$ cat src/rtl/decode_hazard_controller.sv
// Decode-stage sequencer: owns the IF/ID and ID/EX instruction registers, detects
// load-use hazards, flushes on EX redirects and freezes the front end on memory stalls.
module decode_hazard_controller #(
    parameter int CNT_W            = 16,
    parameter int REDIRECT_BUBBLES = 1
) (
    input  logic             clk,
    input  logic             rst_n,
    input  logic             if_valid,
    input  logic [31:0]      if_instruction,
    input  logic             ex_redirect,
    input  logic             mem_busy,
    output logic             pc_en,
    output logic             if_ready,
    output logic             id_valid,
    output logic [31:0]      id_instruction,
    output logic             ex_valid,
    output logic [31:0]      ex_instruction,
    output logic             hazard_stall,
    output logic [CNT_W-1:0] stall_count,
    output logic [CNT_W-1:0] flush_count
);

    typedef enum logic [1:0] {RUN, LOAD_STALL, REDIRECT} state_t;

    localparam logic [6:0] OP_OP     = 7'b0110011;
    localparam logic [6:0] OP_IMM    = 7'b0010011;
    localparam logic [6:0] OP_LOAD   = 7'b0000011;
    localparam logic [6:0] OP_STORE  = 7'b0100011;
    localparam logic [6:0] OP_BRANCH = 7'b1100011;
    localparam logic [6:0] OP_JALR   = 7'b1100111;
    localparam logic [2:0] BUBBLE_INIT = 3'(REDIRECT_BUBBLES);

    state_t     state;
    logic [2:0] bubble_count;

    logic [6:0] id_opcode;
    logic [6:0] ex_opcode;
    logic [4:0] id_rs1;
    logic [4:0] id_rs2;
    logic [4:0] ex_rd;
    logic       uses_rs1;
    logic       uses_rs2;
    logic       load_use;

    assign id_opcode = id_instruction[6:0];
    assign id_rs1    = id_instruction[19:15];
    assign id_rs2    = id_instruction[24:20];
    assign ex_opcode = ex_instruction[6:0];
    assign ex_rd     = ex_instruction[11:7];

    always_comb begin
        uses_rs1 = 1'b0;
        uses_rs2 = 1'b0;
        case (id_opcode)
            OP_OP, OP_STORE, OP_BRANCH: begin
                uses_rs1 = 1'b1;
                uses_rs2 = 1'b1;
            end
            OP_IMM, OP_LOAD, OP_JALR: uses_rs1 = 1'b1;
            default: ;
        endcase
    end

    // A load into x0 never produces a value, so it can never be the source of a hazard.
    assign load_use = ex_valid && (ex_opcode == OP_LOAD) && (ex_rd != 5'd0) && id_valid &&
                      ((uses_rs1 && (id_rs1 == ex_rd)) || (uses_rs2 && (id_rs2 == ex_rd))) &&
                      (state != REDIRECT);

    always_comb begin
        pc_en        = 1'b0;
        if_ready     = 1'b0;
        hazard_stall = 1'b0;
        if (!mem_busy) begin
            if (ex_redirect) begin
                pc_en = 1'b1;
            end else if (state == REDIRECT) begin
                pc_en    = 1'b1;
                if_ready = 1'b1;
            end else if (load_use) begin
                hazard_stall = 1'b1;
            end else begin
                pc_en    = 1'b1;
                if_ready = 1'b1;
            end
        end
    end

    always_ff @(posedge clk or negedge rst_n) begin
        if (!rst_n) begin
            state          <= RUN;
            bubble_count   <= 3'd0;
            id_valid       <= 1'b0;
            id_instruction <= 32'd0;
            ex_valid       <= 1'b0;
            ex_instruction <= 32'd0;
            stall_count    <= '0;
            flush_count    <= '0;
        end else if (!mem_busy) begin
            if (ex_redirect) begin
                id_valid     <= 1'b0;
                ex_valid     <= 1'b0;
                state        <= REDIRECT;
                bubble_count <= BUBBLE_INIT;
                if (flush_count != '1)
                    flush_count <= flush_count + CNT_W'(1);
            end else if (state == REDIRECT) begin
                // Words fetched from the wrong path are latched but marked invalid.
                if (if_valid)
                    id_instruction <= if_instruction;
                id_valid     <= 1'b0;
                ex_valid     <= 1'b0;
                bubble_count <= bubble_count - 3'd1;
                if (bubble_count <= 3'd1)
                    state <= RUN;
            end else if (load_use) begin
                ex_valid       <= 1'b0;
                ex_instruction <= 32'd0;
                state          <= LOAD_STALL;
                if (stall_count != '1)
                    stall_count <= stall_count + CNT_W'(1);
            end else begin
                ex_valid       <= id_valid;
                ex_instruction <= id_instruction;
                id_valid       <= if_valid;
                if (if_valid)
                    id_instruction <= if_instruction;
                state <= RUN;
            end
        end
    end

endmodule

$ cat config.mk
export PLATFORM = sky130hd
export DESIGN_NAME = decode_hazard_controller
export DESIGN_NICKNAME = d
export VERILOG_FILES = /design/src/rtl/decode_hazard_controller.sv
export SDC_FILE = /design/constraint.sdc
export NUM_CORES = 1
export LEC_CHECK = 0
export BUFFER_PORTS_ARGS = -buffer_cell sky130_fd_sc_hd__buf_2
export CAP_MARGIN = 20
export CORE_MARGIN = 2
export CORE_UTILIZATION = 55
export CTS_CLUSTER_DIAMETER = 60
export DETAILED_ROUTE_END_ITERATION = 12
export GPL_ROUTABILITY_DRIVEN = 0
export PLACE_DENSITY_LB_ADDON = 0.08
export SYNTH_ARGS = -nofsm -noshare
export SYNTH_HDL_FRONTEND = slang
export SYNTH_SLANG_ARGS = --single-unit
$ cat constraint.sdc
create_clock -name clk -period 6.6 [get_ports clk]
set_clock_uncertainty 0.1 [all_clocks]
set_input_delay 0.33 -clock clk [delete_from_list [all_inputs] [get_ports clk]]
set_output_delay 0.33 -clock clk [all_outputs]
set_load 0.1 [all_outputs]
=== Word-level counts from Yosys, hierarchy flattened ===
Index checks and enable logic that the tools add are counted.

* Input port bits: 37
* Output and inout bits: 101
* Bits in registers: 103

* Equal/unequal tests: 16
* Order comparisons: 1
* Muxes and demuxes: 28
* Reduce and logical (&&, ||, !) cells: 19
* $add $sub $neg: 3
* Bitwise logic cells: 3

{| class="wikitable"
|+ Operators by type and width
! cell !! number
|-
| $mux W32 || 4
|-
| $add A16 B1 Y16 const B || 2
|-
| $ne A16 B16 Y1 const B || 2
|-
| $mux W1 || 19
|-
| $eq A7 B2 Y1 const B || 2
|-
| $eq A7 B6 Y1 const B || 2
|-
| $eq A7 B7 Y1 const B || 2
|-
| $eq A5 B5 Y1 || 2
|-
| $reduce_and A3 Y1 || 3
|-
| $eq A7 B5 Y1 const B || 1
|-
| $logic_and A1 B1 Y1 || 7
|-
| $mux W2 || 3
|-
| $mux W3 || 2
|-
| $ne A3 B2 Y1 const B || 2
|-
| $reduce_and A2 Y1 || 3
|-
| $reduce_or A6 Y1 || 1
|-
| $reduce_and A5 Y1 || 1
|-
| $reduce_bool A5 Y1 || 1
|-
| $le A3 B1 Y1 const B || 1
|-
| $not A1 Y1 || 3
|-
| $reduce_or A3 Y1 || 1
|-
| $sub A3 B1 Y3 const B || 1
|-
| $eq A2 B2 Y1 const B || 1
|-
| $ne A2 B1 Y1 const B || 1
|-
| 3 further kinds || 3
|}

=== Longest topological paths before layout ===
* Depth in word-level cells: 11
* Mapped depth: 7
* Depth with buffers taken out: 6

=== Worst setup path before layout ===
Ideal clock, no wire load.

* Path type: flip-flop to output port
* From: register ex_instruction[10]
* To: output if_ready
* Data required time: 6,170 ps
* Arrival: 3,937 ps
* Path slack: 2,233 ps
* Stages on the path, launching flop included: 7
* Path through: dfrtp_1 xor2_1 a2111oi_0 nand4_1 a221oi_4 clkbuf_1 a211oi_1

* Word-level cells in the longest chain between the ends: 9
* Elaborated cells between the ends (all ways): 14

{| class="wikitable"
|+ RTL lines
! element !! line !! source
|-
| from (decl) || 18 || <nowiki>output logic [31:0] ex_instruction,</nowiki>
|-
| from (signal assigned) || 124 || <nowiki>ex_instruction <= id_instruction;</nowiki>
|-
| $eq A5 B5 Y1 / $reduce_bool A5 Y1 (equally long branches) || 67, 66 ||
|-
| $logic_and A1 B1 Y1 (on tied branches) || 67, 66 ||
|-
| $logic_or A1 B1 Y1 / $logic_and A1 B1 Y1 (equally long branches) || 67, 66 ||
|-
| $logic_and A1 B1 Y1 (*) || 66 || <nowiki>assign load_use = ex_valid && (ex_opcode == OP_LOAD) && (ex_rd != 5'd0) && id_valid &&</nowiki>
|-
| $logic_and A1 B1 Y1 (*) || 67 || <nowiki>((uses_rs1 && (id_rs1 == ex_rd)) || (uses_rs2 && (id_rs2 == ex_rd))) &&</nowiki>
|-
| $mux W1 (*) || 80 || <nowiki>end else if (load_use) begin</nowiki>
|-
| $mux W1 (*) || 77 || <nowiki>end else if (state == REDIRECT) begin</nowiki>
|-
| $mux W1 (*) || 75 || <nowiki>if (ex_redirect) begin</nowiki>
|-
| $mux W1 (*) || 74 || <nowiki>if (!mem_busy) begin</nowiki>
|-
| to (decl) || 14 || <nowiki>output logic if_ready,</nowiki>
|}

Mark *: on every way between the ends. The rest lies on a longest branch, timed or not.

=== Final worst setup path ===
* From: register ex_instruction[2]
* To: output hazard_stall

* Word-level cells in the longest chain between the ends: 10

{| class="wikitable"
|+ RTL lines
! element !! line !! source
|-
| $eq A7 B2 Y1 || 66 ||
|-
| $logic_and A1 B1 Y1 (4 in series) || 66 ||
|-
| $logic_and A1 B1 Y1 || 67 ||
|-
| $mux W1 || 80 ||
|-
| $mux W1 || 77 ||
|-
| $mux W1 || 75 ||
|-
| $mux W1 || 74 ||
|-
| to (decl) || 19 || <nowiki>output logic hazard_stall,</nowiki>
|}

Every way passes these cells.

==> flow_summary.json <==
{
  "outcome": "complete, no violations",
  "slew_viol_final": 0,
  "avgRoutedWirePerCell_microns": 15.5,
  "ys_seq_elements": 103,
  "end_kind": "output port",
  "clk_path_buf_depth": 2,
  "setup_slack_ns": 3.05,
  "critical_path.startpoint_type": "register",
  "areaGrowthSynthToFinish_pct": 22.4,
  "switching_share": 0.567,
  "cts_tree": "yes",
  "finalPower_w": 0.00289,
  "track_usage": 0.236,
  "p_int_w": 0.00125,
  "r2r-start": "ex_instruction[2]$_DFFE_PN0P_",
  "arrival_ns": 3.12,
  "synth_edf_count": 0,
  "drt-total-wl_microns": 10200,
  "finalHoldViolCount": 0,
  "multi_input_comb_area_sq_mm": 0.00181,
  "initial_core_util": 0.556,
  "setup_violations": 0,
  "htree_levels": 3,
  "regArea_sq_mm": 0.00258,
  "grt_pass1_vias": 3316,
  "insertion_delay_ns": 0.37,
  "netlist_area_sq_mm": 0.00450,
  "fp.coreArea_sq_mm": 0.00809,
  "dp_slack_ns": 3.48,
  "crit_path_max_fanout": 52,
  "synth.avg_cell_area_sq_um": 10.9,
  "io_pins": 138,
  "rr_worst_depth": 6,
  "relSlewSlack": 0.482,
  "worstPathRequired_ns": 6.17,
  "crit_chain": "nor4b_1, nand4_1, or4b_1, a221oi_4, buf_4, and2_1, buf_2",
  "min_from": "if_instruction[24]",
  "dieHeight_microns": 94.5,
  "yosysTopAreaCell": "dfrtp_1",
  "grt_pass1_wl_microns": 16200,
  "rows": 33,
  "hp-class": "in2reg",
  "vias": 3505,
  "dieArea_sq_mm": 0.00893,
  "synth_flop_cell": "dfrtp_1",
  "yosysTopAreaCellShare": 0.572,
  "p_leak_nw": 2.73,
  "syn-num-nets": 454,
  "fp.dieW_microns": 94.5,
  "pwr-share-comb": 0.522,
  "hpwl_microns": 7070,
  "synthTopCellsByArea": "dfrtp_1, mux2_1, nand2_1",
  "fmax_mhz": 282,
  "synth_warnings": 0,
  "crit_cells": 7,
  "tightest_slew_ns": 0.777,
  "drive_gt1_frac": 0.297,
  "p_seq_frac": 0.318,
  "numCtsBuffers": 9,
  "clkPwrFrac": 0.160,
  "clk_pin_slew_ns": 0.10,
  "grt_max_degree": 61,
  "crit_family": "simple AND/OR/NAND/NOR gates",
  "p_per_area_mw_per_mm2": 524,
  "antenna_cells": 0,
  "period_minus_slack_ns": 3.55,
  "irDropWorstVdd_mv": 0.328,
  "vias_per_cell": 5.33,
  "crit_buf_inv": 2,
  "critPathLaunch": "ex_instruction[2]$_DFFE_PN0P_",
  "slowest_delay_ns": 0.58,
  "ys_types": 35,
  "port_buffers": 137,
  "cp_slowest_cell": "or4b_1",
  "ant_nets": 0,
  "crit_type": "reg2out",
  "drcViolationCount": 0,
  "finalNetCount": 588,
  "drv_cap": 0,
  "timing.setup.tns_ns": 0,
  "p_sw_w": 0.00164,
  "final_core_util": 0.681,
  "synth_cells": 414,
  "grt_overflow": 0,
  "rsz0062_at_grt": "no",
  "cts-resized-gates": 0,
  "clock-sinks": 103,
  "dpl_cell_area_sq_mm": 0.00526,
  "drt_iter0_markers": 208,
  "stdcell_area_sq_mm": 0.00551,
  "root_buffer": "clkbuf_8",
  "holdPathStages": 2,
  "firstDrtPassIters": 4,
  "nFillCells": 660,
  "async_flop_share": 1.00,
  "antenna_found_initial": 0,
  "ys_seq_area_frac": 0.572,
  "fin_crit_sh": 0.538
}
[state kept, by name (all words and copies together), names as in the netlist]
signal / cells
flush_count: 16
ex_valid: 1
bubble_count: 3
id_valid: 1
stall_count: 16
state: 2
id_instruction: 32
ex_instruction: 32
[power by group through the flow]
stage / clock network (W) / logic, W / registers [W]
after detailed placement: 0 / 0.00151 / 0.000930
final: 0.000464 / 0.00151 / 0.000918
after floorplan: 0 / 0.000211 / 0.00197
after CTS: 0.000471 / 0.00152 / 0.000918
after global placement: 0 / 0.00151 / 0.000920
after global routing: 0.000503 / 0.00157 / 0.000941
[placed cells by master (no fill, tap or decap), drive strengths merged, types with 3 or more instances in the layout]
cell and n:
inv 5, o21ai 38, a21oi 3, nor2 13
xor2 11, ha 3, xnor2 29, mux2 34
clkbuf 10, nand3 21, dfrtp 103, bufinv 3
buf 142, nor3 6, clkinv 3, and4 4
and3 10, nand4 10, nand2 84
[what timing repair did]
item,4_1_cts,5_1_grt
hold buffers,1,0
buffers inserted,0,0
endpoints found under the hold margin,43,0
setup endpoints to repair,0,0
[path summary, 6_finish.rpt]
path                                                  end  slack [ns]
setup / recovery                             hazard_stall        3.05
hold / removal             id_instruction[24]$_DFFE_PN0P_        0.07
setup reg to reg            id_instruction[0]$_DFFE_PN0P_        3.61
hold reg to reg            ex_instruction[31]$_DFFE_PN0P_        0.38
max in group asynchronous   id_instruction[6]$_DFFE_PN0P_        4.83
min in group asynchronous  ex_instruction[25]$_DFFE_PN0P_        0.38
[area by class of cell]
| class | instances | share of cell area |
|---|---|---|
| inverter | 5 | 0.00340 |
| sequential | 103 | 0.468 |
| clock buffer | 10 | 0.0232 |
| tap | 105 | 0.0238 |
| clock inverter | 6 | 0.0197 |
| multi-input combinational | 286 | 0.329 |
| timing repair buffer | 143 | 0.133 |
[cell usage after synthesis, types with 2 or more instances]
| master | n |
|---|---|
| o31ai_1 | 2 |
| inv_1 | 5 |
| ha_1 | 3 |
| dfrtp_1 | 103 |
| nor2_1 | 13 |
| nand2b_1 | 2 |
| nor2b_1 | 2 |
| nand2_1 | 84 |
| xor2_1 | 11 |
| and4_1 | 4 |
| and3_1 | 10 |
| mux2_1 | 30 |
| clkbuf_1 | 15 |
| nand4_1 | 10 |
| nor3_1 | 6 |
| xnor2_1 | 29 |
| o21ai_0 | 38 |
| a2111oi_0 | 2 |
| buf_6 | 3 |
| mux2_2 | 4 |
| a31oi_1 | 2 |
| a21oi_1 | 3 |
| nand3_1 | 21 |
[stage by stage]
| stage | hold WS [ns] | instances |
|---|---|---|
| after global routing | 0.0560 | 658 |
| after floorplan | -0.0656 | 414 |
| after CTS | 0.0589 | 657 |
| after global placement | 0.254 | 640 |
| final | 0.0683 | 658 |
| after detailed placement | 0.258 | 640 |
[cell families (layout without fill, tap and decap cells)]
| group | after synthesis | after routing | share of synthesized area |
|---|---|---|---|
| compound gates | 51 | 51 | 0.0678 |
| xor+xnor | 40 | 40 | 0.0778 |
| fa+ha+maj | 3 | 3 | 0.00834 |
| buf+inv | 25 | 164 | 0.0261 |
| flops | 103 | 103 | 0.572 |
| mux | 35 | 35 | 0.0872 |
| simple gates | 157 | 157 | 0.160 |
[routing by layer]
layer	GRT usage	up-vias	wire length [microns]	share of wire
met4	0.0942	0	217	0.021
li1	-	1686	-	-
met3	0.0623	16	693	0.068
met2	0.378	103	4820	0.47
met1	0.309	1700	4460	0.44
met5	0	-	0	0
(Power assumes the default switching activity.)
